--- src/rtl/clkgate_seq_pkg.sv ---
// rtl/clkgate_seq_pkg.sv - shared types, defaults and sizing helper for the clock-gate sequencer
package clkgate_seq_pkg;

  typedef enum logic [1:0] {
    ST_OFF       = 2'd0,
    ST_WAKE      = 2'd1,
    ST_ON        = 2'd2,
    ST_IDLE_WAIT = 2'd3
  } dom_state_e;

  localparam int WAKE_CYCLES_DEF = 2;
  localparam int IDLE_CYCLES_DEF = 8;

  // Width needed to hold the larger of the two windows.
  function automatic int cnt_width(input int wake_cycles, input int idle_cycles);
    int m;
    m = (wake_cycles > idle_cycles) ? wake_cycles : idle_cycles;
    return $clog2(m + 1);
  endfunction

endpackage

--- src/rtl/clkgate_dom_fsm.sv ---
// rtl/clkgate_dom_fsm.sv - per-domain OFF/WAKE/ON/IDLE_WAIT sequencer driving one ICG enable
module clkgate_dom_fsm
  import clkgate_seq_pkg::*;
#(
  parameter int WAKE_CYCLES = WAKE_CYCLES_DEF,
  parameter int IDLE_CYCLES = IDLE_CYCLES_DEF,
  parameter int CNT_W       = 4
) (
  input  logic ck,
  input  logic rn,
  input  logic grant,
  input  logic req,
  input  logic busy,
  output logic e,
  output logic rdy,
  output logic in_wake
);

  localparam logic [CNT_W-1:0] WAKE_LOAD = CNT_W'(WAKE_CYCLES - 1);
  localparam logic [CNT_W-1:0] IDLE_LOAD = CNT_W'(IDLE_CYCLES - 1);

  dom_state_e       state;
  logic [CNT_W-1:0] cnt;

  always_ff @(posedge ck or negedge rn) begin
    if (!rn) begin
      state <= ST_OFF;
      cnt   <= '0;
      e     <= 1'b0;
      rdy   <= 1'b0;
    end else begin
      case (state)
        ST_OFF: begin
          if (grant) begin
            state <= ST_WAKE;
            cnt   <= WAKE_LOAD;
            e     <= 1'b1;
          end
        end
        // A dropped request does not abort the wake; ON decides afterwards.
        ST_WAKE: begin
          if (cnt == '0) begin
            state <= ST_ON;
            rdy   <= 1'b1;
          end else begin
            cnt <= cnt - 1'b1;
          end
        end
        ST_ON: begin
          if (!req && !busy) begin
            state <= ST_IDLE_WAIT;
            cnt   <= IDLE_LOAD;
          end
        end
        ST_IDLE_WAIT: begin
          if (req || busy) begin
            state <= ST_ON;
          end else if (cnt == '0) begin
            state <= ST_OFF;
            e     <= 1'b0;
            rdy   <= 1'b0;
          end else begin
            cnt <= cnt - 1'b1;
          end
        end
        default: begin
          state <= ST_OFF;
          cnt   <= '0;
          e     <= 1'b0;
          rdy   <= 1'b0;
        end
      endcase
    end
  end

  // The wake slot is released on the final WAKE cycle so the next domain
  // enters WAKE on the same edge this one leaves it.
  assign in_wake = (state == ST_WAKE) && (cnt != '0);

endmodule

--- src/rtl/clkgate_seq.sv ---
// rtl/clkgate_seq.sv - ICG enable sequencer with round-robin single-slot wake arbitration
module clkgate_seq
  import clkgate_seq_pkg::*;
#(
  parameter int NUM_DOM     = 4,
  parameter int WAKE_CYCLES = WAKE_CYCLES_DEF,
  parameter int IDLE_CYCLES = IDLE_CYCLES_DEF,
  parameter int CNT_W       = cnt_width(WAKE_CYCLES, IDLE_CYCLES)
) (
  input  logic               CK,
  input  logic               RN,
  input  logic               TEST_SE,
  input  logic [NUM_DOM-1:0] REQ,
  input  logic [NUM_DOM-1:0] BUSY,
  output logic [NUM_DOM-1:0] E,
  output logic               SE,
  output logic [NUM_DOM-1:0] RDY
);

  localparam int PTR_W = $clog2(NUM_DOM);

  logic [PTR_W-1:0]   ptr;
  logic [PTR_W-1:0]   gnt_idx;
  logic [PTR_W-1:0]   cand;
  logic               gnt_vld;
  logic [NUM_DOM-1:0] gnt;
  logic [NUM_DOM-1:0] pend;
  logic [NUM_DOM-1:0] in_wake;

  assign SE = TEST_SE;

  // E is low exactly in OFF, so REQ & ~E marks the pending domains.
  assign pend = REQ & ~E;

  always_comb begin
    gnt     = '0;
    gnt_idx = '0;
    gnt_vld = 1'b0;
    cand    = '0;
    if (!(|in_wake)) begin
      for (int i = 0; i < NUM_DOM; i++) begin
        cand = PTR_W'((int'(ptr) + i) % NUM_DOM);
        if (!gnt_vld && pend[cand]) begin
          gnt_vld = 1'b1;
          gnt_idx = cand;
        end
      end
    end
    if (gnt_vld) gnt[gnt_idx] = 1'b1;
  end

  always_ff @(posedge CK or negedge RN) begin
    if (!RN) begin
      ptr <= '0;
    end else if (gnt_vld) begin
      ptr <= (gnt_idx == PTR_W'(NUM_DOM - 1)) ? '0 : gnt_idx + 1'b1;
    end
  end

  for (genvar g = 0; g < NUM_DOM; g++) begin : g_dom
    clkgate_dom_fsm #(
      .WAKE_CYCLES (WAKE_CYCLES),
      .IDLE_CYCLES (IDLE_CYCLES),
      .CNT_W       (CNT_W)
    ) u_fsm (
      .ck      (CK),
      .rn      (RN),
      .grant   (gnt[g]),
      .req     (REQ[g]),
      .busy    (BUSY[g]),
      .e       (E[g]),
      .rdy     (RDY[g]),
      .in_wake (in_wake[g])
    );
  end

endmodule

--- config.mk ---
export PLATFORM = sky130hd
export DESIGN_NAME = clkgate_seq
export DESIGN_NICKNAME = d
export VERILOG_FILES = /design/src/rtl/clkgate_seq_pkg.sv /design/src/rtl/clkgate_dom_fsm.sv /design/src/rtl/clkgate_seq.sv
export SDC_FILE = /design/constraint.sdc
export NUM_CORES = 1
export LEC_CHECK = 0
export CORE_ASPECT_RATIO = 1.25
export CORE_UTILIZATION = 55
export CTS_BUF_LIST = sky130_fd_sc_hd__clkbuf_8
export CTS_CLUSTER_DIAMETER = 200
export DETAILED_ROUTE_END_ITERATION = 12
export GPL_TIMING_DRIVEN = 0
export HOLD_SLACK_MARGIN = 0.03
export PLACE_DENSITY = 0.77
export RECOVER_POWER = 25
export SLEW_MARGIN = 10
export SYNTH_ARGS = -nofsm -noshare
export SYNTH_HDL_FRONTEND = slang
export SYNTH_SLANG_ARGS = --single-unit
--- constraint.sdc ---
create_clock -name CK -period 3.9 [get_ports CK]
set_input_delay 0.78 -clock CK [delete_from_list [all_inputs] [get_ports CK]]
set_output_delay 0.78 -clock CK [all_outputs]
set_load 0.03 [all_outputs]
==> results_dict.tcl <==
set metrics [dict create \
    fin_crit_sh_pct 79.2 \
    insertedDiodeCount 0 \
    clock_tree_from_tritoncts "built" \
    synth-adder-area-share_pct 4.52 \
    hp-class "flop to flop" \
    synthesis.instances 252 \
    route.antenna.remaining_nets 0 \
    grt_first_pass_wirelength_mm 7.55 \
    root_buffer_master "sky130_fd_sc_hd__clkbuf_8" \
    avgViaCountPerCell 5.78 \
    synthMostInstantiatedCell "sky130_fd_sc_hd__dfrtp_1" \
    synth-warning-count 0 \
    area.sequential_um2 851 \
    wp_data_arrival_ns 3.24 \
    finish.instance_area_um2 2530 \
    critical_path.startpoint_type "input pin" \
    finalSetupTns_ns 0 \
    hpwl_mm 3.23 \
    boundaryPins 20 \
    netlist_top_cells_area "sky130_fd_sc_hd__dfrtp_1 (38%), sky130_fd_sc_hd__a21oi_1 (4.5%), sky130_fd_sc_hd__ha_1 (4.5%)" \
    synth_enable_flop_cells 0 \
    worstRegToRegCells 9 \
    commonest_cells_post_synth "sky130_fd_sc_hd__dfrtp_1 (34), sky130_fd_sc_hd__nand2_1 (22), sky130_fd_sc_hd__a21oi_1 (20)" \
    power-per-cell-area_nw_per_um2 601 \
    worstMarginPinSlew_ns 1.87 \
    violations "capacitance limit, slew limit" \
    regToRegSetupSlack_ns 0.92 \
    routed_wire_length_per_instance_um 13.6 \
    routed-via-count 1913 \
    drv.max_cap_violation_count 1 \
    wirelength_mm 4.50 \
    number_of_global_route_vias_before_repair 1783 \
    critPathMaxFanout 7 \
    cts_setup_buffers 0 \
    initial_core_util_pct 58.0 \
    final.min_clock_period_ns 3.09 \
    yosysTopAreaCellShare_pct 38.5 \
    std_cell_rows 25 \
    cts_buffers 5 \
    synth_simple_gate_area_share_pct 23.4 \
    grt_setup_unrepaired "false" \
    portBuffers 18 \
    synth.mux.area_fraction_pct 0.905 \
    critPathCaptureType "flop" \
    setup-violations-final 0 \
    fin_skew_ns 0.00315 \
    worstSetupEndpoint "g_dom[0].u_fsm.cnt[0]" \
    postCtsHoldBufs 0 \
    syn-cell-area_um2 2210 \
    clock_tree_buf_depth 2 \
    nets_final 296 \
    core_area_um2 3820 \
    worstHoldStart "g_dom[1].u_fsm.rdy" \
    synth_top_family_by_area "compound AO/OA/AOI/OAI gates" \
    critical_path.reg2reg.endpoint "g_dom[0].u_fsm.cnt[0]" \
    num-fill-cells 341 \
    synth.yosys.seq_area_share_pct 38.5 \
    synth_compound_gate_area_share_pct 24.6 \
    maxClockFrequency_mhz 324 \
    grt_start_max_net_pins 35 \
    timing.rr.start "g_dom[2].u_fsm.cnt[0]" \
    die-height_um 72.9 \
    global_route.usage.total_pct 23.1 \
    post_route_cells_drive_above_1_share_pct 9.39 \
    grt_overflow_total 0 \
    total_leakage_power_nw 1.10 \
    status "finished, violations left" \
    clk_pin_slew_worst_paths_ns 0.07 \
    clock_sinks 34 \
    synth_top_area_cell "sky130_fd_sc_hd__dfrtp_1" \
    cts-htree-levels 2 \
    clk_latency_ns 0.28 \
    yosys_reg_bits 34 \
    die-area_um2 4280 \
    irDropWorstVdd_mv 0.350 \
    slew-limit-headroom_pct -24.5 \
    hold_viol 0 \
    dieWidth_um 58.7 \
    synth_ff_type "sky130_fd_sc_hd__dfrtp_1" \
    detailed_place.area_um2 2450 \
    async_reset_ff_share_pct 100 \
    timing.final.max_slew_violations 35 \
    synth_area_per_cell_um2 8.78 \
    worstSetupStartpoint "REQ[1]" \
    total_area_of_multi_input_combinational_cells_um2 1190 \
    cts_repair_resize_count 0 \
    drc_errors 0 \
    netlist-cell-type-count 59 \
    number_of_nets_in_the_synthesized_netlist 271 \
    drt_iter0_drc 93 \
    critical_path_required_ns 4.05 \
    yosys.area_share.xor_xnor_pct 0.396 \
    antenna_found_initial 0 \
    type_of_the_setup_path_with_the_least_slack "input pin to flop" \
    area_delta_synth_final_pct 14.5 \
    drt_pre_antenna_iters 4 \
    final_estimated_routing_congestion_in_global_placement 0.932 \
]
==> through the flow <==
| step | hold slack (ns) | total power, mW | setup WS (ns) | instances | util (%) |
|---|---|---|---|---|---|
| after floorplan | 0.449 | 1.09 | 1.26 | 252 | - |
| after global placement | 0.464 | 1.26 | 0.533 | 324 | 64.5 |
| after detailed placement | 0.475 | 1.28 | 0.542 | 324 | 64.3 |
| after CTS | 0.490 | 1.53 | 0.832 | 331 | 66.4 |
| after global routing | 0.533 | 1.66 | 0.609 | 331 | 66.4 |
| final | 0.482 | 1.52 | 0.810 | 331 | 66.4 |
==> power by group <==
part | leakage, nW | total [mW] | switching [mW] | internal (mW)
clock | 0.0438 | 0.245 | 0.125 | 0.120
sequential | 0.375 | 0.536 | 0.0877 | 0.448
combinational | 0.682 | 0.742 | 0.413 | 0.330
total | 1.10 | 1.52 | 0.626 | 0.897
==> critical path, cell delays in order <==
cell,delay [ns]
sky130_fd_sc_hd__clkdlybuf4s50_1,0.50
sky130_fd_sc_hd__nor2b_1,0.41
sky130_fd_sc_hd__a21oi_1,0.12
sky130_fd_sc_hd__o21ai_0,0.18
sky130_fd_sc_hd__a21oi_1,0.10
sky130_fd_sc_hd__or3_1,0.40
sky130_fd_sc_hd__ha_1,0.25
sky130_fd_sc_hd__a31oi_1,0.33
sky130_fd_sc_hd__a22oi_1,0.16
==> cells in the final DEF (no fill, tap or decap), drive strengths merged, types with 8 or more instances in the layout <==
cell type	synthesis	final
o21ai	17	17
inv	19	19
nor2	17	17
a21oi	20	20
clkbuf	5	11
dfrtp	34	34
buf	11	11
clkdlybuf4s50	0	17
nor3	8	8
nand2	22	22
ha	8	8
==> kinds of logic (layout without fill, tap and decap cells) <==
logic type / after synthesis / count (layout)
and+or+nand+nor: 92 / 92
buffers and inverters: 35 / 60
adders and majority gates: 8 / 8
DFF: 34 / 34
xor gates and xnor gates: 1 / 1
AOI/OAI and AO/OA: 80 / 80
muxes: 2 / 2
==> worst min-delay path by stage <==
stage                                     to  slack [ns]  cells past startpoint
after global routing      g_dom[0].u_fsm.rdy        0.53                      2
final                     g_dom[1].u_fsm.rdy        0.48                      2
after detailed placement  g_dom[1].u_fsm.rdy        0.48                      2
after floorplan           g_dom[1].u_fsm.rdy        0.45                      2
after global placement    g_dom[1].u_fsm.rdy        0.46                      2
after CTS                 g_dom[1].u_fsm.rdy        0.49                      2
==> sequential cells by signal, summed over array words and instances, names as in the netlist <==
| name | cells |
|---|---|
| g_dom.u_fsm.state | 8 |
| g_dom.u_fsm.rdy | 4 |
| g_dom.u_fsm.e | 4 |
| g_dom.u_fsm.cnt | 16 |
| ptr | 2 |
==> cell type report <==
| type | count | share of cell area (%) |
|---|---|---|
| plain buffers | 16 | 3.90 |
| clock buffers | 5 | 2.72 |
| clock inverters | 2 | 0.395 |
| inverters | 19 | 2.82 |
| multi-input cells | 183 | 47.0 |
| flip-flops and latches | 34 | 33.6 |
| well taps | 54 | 2.67 |
| repair buffers | 18 | 6.87 |
==> routing by layer <==
metal  vias to the layer above  GRT usage, %  share of wire [%]
li1                        964             -                  -
met1                       895          27.4                 46
met2                        40          38.6                 49
met3                        14          5.85                2.9
met4                         0          10.6                2.4
met5                         -             0                  0
Power figures use the tool's default switching activity.
